===== src/rtl/uart_rx_engine.sv =====
// uart_rx_engine: 16x-oversampled UART receiver. It synchronises the RX pin,
// validates the start bit, votes each bit 2-of-3 around mid-bit and presents
// each byte on a single-entry valid/ready output register.
module uart_rx_engine #(
    parameter int unsigned DATA_BITS   = 8,
    parameter int unsigned SYNC_STAGES = 2
) (
    input  logic                 MAX10_CLK1_50,
    input  logic                 rst_n,
    input  logic                 baud_x16_tick,
    input  logic                 uart_rx,
    output logic                 rx_out_valid,
    input  logic                 rx_out_ready,
    output logic [DATA_BITS-1:0] rx_out_data,
    output logic                 rx_busy,
    output logic                 rx_frame_err,
    output logic                 rx_overrun
);

    localparam int unsigned CNT_W     = 4;
    localparam int unsigned IDX_W     = 4;
    localparam int unsigned START_MID = 7;
    localparam int unsigned SAMP_A    = 13;
    localparam int unsigned SAMP_B    = 14;
    localparam int unsigned SAMP_C    = 15;

    typedef enum logic [2:0] {
        S_IDLE,
        S_START,
        S_DATA,
        S_STOP,
        S_BREAK
    } state_t;

    logic [SYNC_STAGES-1:0] r_sync;
    logic                   w_rxs;

    state_t                 r_state;
    state_t                 w_state_nxt;
    logic [CNT_W-1:0]       r_tick_cnt;
    logic [CNT_W-1:0]       w_tick_cnt_nxt;
    logic [IDX_W-1:0]       r_bit_idx;
    logic [IDX_W-1:0]       w_bit_idx_nxt;
    logic [DATA_BITS-1:0]   r_shift;
    logic [DATA_BITS-1:0]   w_shift_nxt;
    logic [1:0]             r_samp;
    logic [1:0]             w_samp_nxt;

    logic                   w_maj;
    logic                   w_byte_done;
    logic                   w_stop_bad;
    logic                   w_accept;

    logic                   r_valid;
    logic                   w_valid_nxt;
    logic [DATA_BITS-1:0]   r_data;
    logic [DATA_BITS-1:0]   w_data_nxt;
    logic                   w_overrun_nxt;
    logic                   r_busy;
    logic                   r_frame_err;
    logic                   r_overrun;

    // Synchroniser on the raw pin; resets to the idle (high) level.
    always_ff @(posedge MAX10_CLK1_50 or negedge rst_n) begin
        if (!rst_n) begin
            r_sync <= '1;
        end else begin
            r_sync <= {r_sync[SYNC_STAGES-2:0], uart_rx};
        end
    end

    assign w_rxs    = r_sync[SYNC_STAGES-1];
    // 2-of-3 vote over the two stored samples and the one being taken now.
    assign w_maj    = (r_samp[0] & r_samp[1]) | (r_samp[0] & w_rxs) | (r_samp[1] & w_rxs);
    assign w_accept = r_valid & rx_out_ready;

    // State and bit-recovery registers.
    always_ff @(posedge MAX10_CLK1_50 or negedge rst_n) begin
        if (!rst_n) begin
            r_state    <= S_IDLE;
            r_tick_cnt <= '0;
            r_bit_idx  <= '0;
            r_shift    <= '0;
            r_samp     <= '0;
        end else begin
            r_state    <= w_state_nxt;
            r_tick_cnt <= w_tick_cnt_nxt;
            r_bit_idx  <= w_bit_idx_nxt;
            r_shift    <= w_shift_nxt;
            r_samp     <= w_samp_nxt;
        end
    end

    // Next-state, tick counting, sampling and LSB-first shifting.
    always_comb begin
        w_state_nxt    = r_state;
        w_tick_cnt_nxt = r_tick_cnt;
        w_bit_idx_nxt  = r_bit_idx;
        w_shift_nxt    = r_shift;
        w_samp_nxt     = r_samp;
        w_byte_done    = 1'b0;
        w_stop_bad     = 1'b0;

        case (r_state)
            S_IDLE: begin
                if (baud_x16_tick && !w_rxs) begin
                    w_state_nxt    = S_START;
                    w_tick_cnt_nxt = '0;
                end
            end
            S_START: begin
                if (baud_x16_tick) begin
                    if (r_tick_cnt == CNT_W'(START_MID)) begin
                        if (w_rxs) begin
                            w_state_nxt = S_IDLE;
                        end else begin
                            w_state_nxt    = S_DATA;
                            w_tick_cnt_nxt = '0;
                            w_bit_idx_nxt  = '0;
                        end
                    end else begin
                        w_tick_cnt_nxt = CNT_W'(r_tick_cnt + 1'b1);
                    end
                end
            end
            S_DATA: begin
                if (baud_x16_tick) begin
                    w_tick_cnt_nxt = CNT_W'(r_tick_cnt + 1'b1);
                    if (r_tick_cnt == CNT_W'(SAMP_A)) w_samp_nxt[0] = w_rxs;
                    if (r_tick_cnt == CNT_W'(SAMP_B)) w_samp_nxt[1] = w_rxs;
                    if (r_tick_cnt == CNT_W'(SAMP_C)) begin
                        w_shift_nxt   = {w_maj, r_shift[DATA_BITS-1:1]};
                        w_bit_idx_nxt = IDX_W'(r_bit_idx + 1'b1);
                        if (r_bit_idx == IDX_W'(DATA_BITS - 1)) begin
                            w_state_nxt = S_STOP;
                        end
                    end
                end
            end
            S_STOP: begin
                if (baud_x16_tick) begin
                    w_tick_cnt_nxt = CNT_W'(r_tick_cnt + 1'b1);
                    if (r_tick_cnt == CNT_W'(SAMP_A)) w_samp_nxt[0] = w_rxs;
                    if (r_tick_cnt == CNT_W'(SAMP_B)) w_samp_nxt[1] = w_rxs;
                    if (r_tick_cnt == CNT_W'(SAMP_C)) begin
                        if (w_maj) begin
                            w_byte_done = 1'b1;
                            w_state_nxt = S_IDLE;
                        end else begin
                            w_stop_bad  = 1'b1;
                            w_state_nxt = S_BREAK;
                        end
                    end
                end
            end
            S_BREAK: begin
                // Hold off until the line returns high so a break never retriggers.
                if (baud_x16_tick && w_rxs) begin
                    w_state_nxt = S_IDLE;
                end
            end
            default: begin
                w_state_nxt = S_IDLE;
            end
        endcase
    end

    // Single-entry output buffer: load, hold, drop-on-overrun, or drain.
    always_comb begin
        w_valid_nxt   = r_valid;
        w_data_nxt    = r_data;
        w_overrun_nxt = 1'b0;
        if (w_byte_done && (!r_valid || w_accept)) begin
            w_valid_nxt = 1'b1;
            w_data_nxt  = r_shift;
        end else if (w_byte_done) begin
            w_overrun_nxt = 1'b1;
        end else if (w_accept) begin
            w_valid_nxt = 1'b0;
        end
    end

    // Output registers and status pulses.
    always_ff @(posedge MAX10_CLK1_50 or negedge rst_n) begin
        if (!rst_n) begin
            r_valid     <= 1'b0;
            r_data      <= '0;
            r_busy      <= 1'b0;
            r_frame_err <= 1'b0;
            r_overrun   <= 1'b0;
        end else begin
            r_valid     <= w_valid_nxt;
            r_data      <= w_data_nxt;
            r_busy      <= (w_state_nxt != S_IDLE);
            r_frame_err <= w_stop_bad;
            r_overrun   <= w_overrun_nxt;
        end
    end

    assign rx_out_valid = r_valid;
    assign rx_out_data  = r_data;
    assign rx_busy      = r_busy;
    assign rx_frame_err = r_frame_err;
    assign rx_overrun   = r_overrun;

endmodule


===== config.mk =====
export PLATFORM = sky130hd
export DESIGN_NAME = uart_rx_engine
export DESIGN_NICKNAME = d
export VERILOG_FILES = /design/src/rtl/uart_rx_engine.sv
export SDC_FILE = /design/constraint.sdc
export NUM_CORES = 1
export LEC_CHECK = 0
export ABC_AREA = 1
export CORE_ASPECT_RATIO = 0.8
export CORE_UTILIZATION = 56
export DETAILED_ROUTE_END_ITERATION = 10
export GPL_TIMING_DRIVEN = 0
export PLACE_DENSITY_LB_ADDON = 0.08
export SLEW_MARGIN = 20
export SYNTH_ARGS = -nofsm -noshare
export SYNTH_HDL_FRONTEND = slang
export SYNTH_SLANG_ARGS = --single-unit

===== constraint.sdc =====
create_clock -name MAX10_CLK1_50 -period 2 [get_ports MAX10_CLK1_50]
set_clock_uncertainty 0.05 [all_clocks]
set_input_delay 0.4 -clock MAX10_CLK1_50 [delete_from_list [all_inputs] [get_ports MAX10_CLK1_50]]
set_output_delay 0.4 -clock MAX10_CLK1_50 [all_outputs]
set_load 0.01 [all_outputs]

==> results.txt <==
----------------------------------------------------
[Critical path]
  Destination of the worst register-to-register timing path ... r_tick_cnt[1]
  Source of the critical timing path ... r_tick_cnt[0]
  Maximum fanout along the worst path ... 6
  Reg2Reg Depth ... 8
  Crit path launch type ... flop
  Reg2reg setup slack ... 290 ps
  End point of the critical path ... r_tick_cnt[1]
  Worst setup path category ... flop to flop
  Crit end category ... flop
  Worst Path Arrival ... 1830 ps
  Data required, critical path ... 2120 ps
  Reg-to-Reg Start ... r_tick_cnt[0]

[STA]
  Period utilisation layout ... 0.856
  Setup repair after global routing missed its margin ... no
  Slew headroom ... 0.707
  Highest attainable clock frequency ... 584 MHz
  Actual transition at the worst max-transition pin ... 439 ps
  Final critical-path required period ... 1710 ps
  Total count of hold-check failures in the final report ... 0
  Setup TNS ... 0 ps
  Final Slew Violations ... 0
  Minimum hold slack ... 311 ps
  Count of final setup violators ... 0

[Synth]
  Number of flops mapped to enable cells by yosys ... 0
  Post-Syn Nets ... 211
  Register area share after synthesis ... 0.508
  Most used DFF post-synth ... sky130_fd_sc_hd__dfrtp_1
  Top-area cell type share of the netlist area ... 0.478
  Post-Syn Area ... 1730 um^2
  Top post-synthesis cells by count ... 64 x sky130_fd_sc_hd__nand2_1, 33 x sky130_fd_sc_hd__dfrtp_1, 25 x sky130_fd_sc_hd__inv_1, 16 x sky130_fd_sc_hd__o21ai_0, 15 x sky130_fd_sc_hd__nor2_1
  Synthesized area divided by synthesized cell count ... 8.56 um^2
  Leading cell type by number of instances after synthesis ... sky130_fd_sc_hd__nand2_1
  Unique cell type count in the Yosys netlist ... 25
  Flop and latch count out of synthesis ... 35
  Ranking of synthesized cells by area ... sky130_fd_sc_hd__dfrtp_1 48%, sky130_fd_sc_hd__nand2_1 14%, sky130_fd_sc_hd__inv_1 5.4%
  Cell accounting for the most synthesized area ... sky130_fd_sc_hd__dfrtp_1
  Share of flip-flops with an asynchronous set or reset after synthesis ... 1.00
  Post-Synthesis Cells ... 202
  Synth Warn # ... 0

[Placed design]
  Half-perimeter wire length after placement ... 2.40 mm
  Port Buffer Count ... 16
  Final weighted congestion in routability-driven placement ... 0.961

[Flow run]
  Total of max-cap violations ... 0

[Detailed routing]
  Remaining DRCs ... 0
  Final routed wirelength across all metal layers ... 3.22 mm
  Mean routed wirelength per cell ... 12.2 um
  Starting DRC count in detailed routing ... 112
  Router iterations before antenna repair ... 4
  Via Count ... 1401
  Via count normalized by instance count ... 5.31
  Count of nets left with antenna violations after detail routing ... 0

[Floorplan]
  Initial Utilization ... 0.607
  Total I/O pin count ... 17
  Die boundary width ... 64.1 um
  Area inside the core boundary ... 2850 um^2
  Total Die Area ... 3320 um^2
  Num rows ... 17
  Die span in y ... 51.7 um

[Global routing]
  Pin count of the biggest net entering global routing ... 25
  Antenna violations before repair ... 0
  Total Routing Usage GR ... 0.248
  Via count of the first global-routing pass ... 1337
  Total gr overflow ... 0
  Wire length of the first global-routing pass ... 5.88 mm

[Clocking]
  Buffer count from post-CTS setup fixing ... 0
  Clk Latency, worst-skew pair ... 290 ps
  CTS tree ... built
  TritonCTS Sinks ... 35
  Clock Root Buffer ... sky130_fd_sc_hd__clkbuf_8
  Num CTS Buffers ... 5
  Htree depth ... 2
  Clock slew at the register clock pins of the worst setup and hold paths ... 60 ps
  Worst-case clock buffer depth ... 2

[Cells and area]
  Syn-to-layout area delta ... 18.1%
  Share of final-layout standard cells stronger than drive strength 1 ... 0.119
  Number of nets in the layout ... 236
  Count of inserted antenna diode cells ... 0

[Power and ir drop]
  Pleak ... 1.02 nW
  Worst VDD drop ... 580 uV
  PwrDens ... 874 nW/um^2

[Hold path]
  Worst hold path class ... flop to flop

[Status]
  Result of the run ... finished, final reports clean

----------------------------------------------------
-- final cells by class --
class                   count  area (um^2)
multi-input cells         138          729
clock buffers               6         72.6
well taps                  38         47.5
inverters                  26         97.6
flip-flops and latches     35          878
plain buffers               3         23.8
fillers                   216          808
repair buffers             18          193
-- critical path: stages (launching register included) --
cell	delay, ps
sky130_fd_sc_hd__dfrtp_1	440
sky130_fd_sc_hd__ha_1	340
sky130_fd_sc_hd__nand2_1	90
sky130_fd_sc_hd__nor2_1	320
sky130_fd_sc_hd__nor2_1	70
sky130_fd_sc_hd__nand2_1	60
sky130_fd_sc_hd__o21ai_0	80
sky130_fd_sc_hd__nand2_1	60
sky130_fd_sc_hd__o21ai_0	70
-- metrics by stage --
step                      instances  area (um^2)  power (W)  utilization  setup WS [ps]
after global routing            264         2040    0.00191        0.716            106
after global placement          256         1940    0.00129        0.680           -204
final                           264         2040    0.00178        0.716            288
after detailed placement        257         1960    0.00132        0.687          -13.6
after CTS                       264         2040    0.00179        0.716            294
after floorplan                 202         1730    0.00119            -            493
-- kinds of logic (layout without fill, tap and decap cells) --
kind of cell,count (synthesis),count (layout),synth area share
compound gates,27,27,0.101
xor+xnor,2,2,0.0101
fa+ha+maj,4,4,0.0289
buf+inv,29,53,0.0702
flops,35,35,0.508
simple gates,105,105,0.281
-- layout by cell type, fill, tap and decap left out, types with 2 or more instances in the layout --
master,Yosys,layout
sky130_fd_sc_hd__o21ai_0,16,16
sky130_fd_sc_hd__dfrtp_1,33,33
sky130_fd_sc_hd__o21ai_2,7,7
sky130_fd_sc_hd__nand4_1,5,5
sky130_fd_sc_hd__inv_1,25,25
sky130_fd_sc_hd__nand3_1,12,12
sky130_fd_sc_hd__clkbuf_8,0,5
sky130_fd_sc_hd__xnor2_1,2,2
sky130_fd_sc_hd__ha_1,4,4
sky130_fd_sc_hd__buf_2,1,2
sky130_fd_sc_hd__clkdlybuf4s50_1,0,15
sky130_fd_sc_hd__nor3b_1,2,2
sky130_fd_sc_hd__nor2_4,3,3
sky130_fd_sc_hd__dfstp_2,2,2
sky130_fd_sc_hd__nor2_1,15,15
sky130_fd_sc_hd__nand2_1,64,64
-- worst min path at each step --
stage / from / end / slack [ps] / depth (start not counted)
after floorplan: rst_n / r_bit_idx[0] / 50 / 0
after detailed placement: rst_n / r_tick_cnt[0] / 270 / 1
final: r_sync[0] / r_sync[1] / 310 / 0
after global routing: r_sync[0] / r_sync[1] / 320 / 0
after CTS: r_sync[0] / r_sync[1] / 310 / 0
after global placement: r_sync[0] / r_sync[1] / 300 / 0
-- state kept, by name, indices dropped and copies added, names as in the netlist --
signal	cells
rx_frame_err	1
rx_busy	1
r_shift	8
r_tick_cnt	4
rx_out_valid	1
r_sync	2
rx_overrun	1
r_bit_idx	4
r_state	3
rx_out_data	8
r_samp	2
-- routing by layer --
metal	share of wire	global-route usage	vias up
met4	0.019	0.107	0
met2	0.42	0.363	45
met3	0.070	0.101	7
met1	0.49	0.326	658
li1	-	-	691
met5	0	0	-
-- power breakdown --
group          switching (W)  total [W]  internal (W)
Clock               0.000231   0.000462      0.000232
Combinational       0.000302   0.000469      0.000167
Sequential         0.0000781   0.000853      0.000775
Total               0.000611    0.00178       0.00117
-- what timing repair did --
action                    4_1_cts  5_1_grt
resized for setup               0        0
hold buffers                    1        0
hold endpoints to repair        9        0
(Power assumes the default switching activity.)
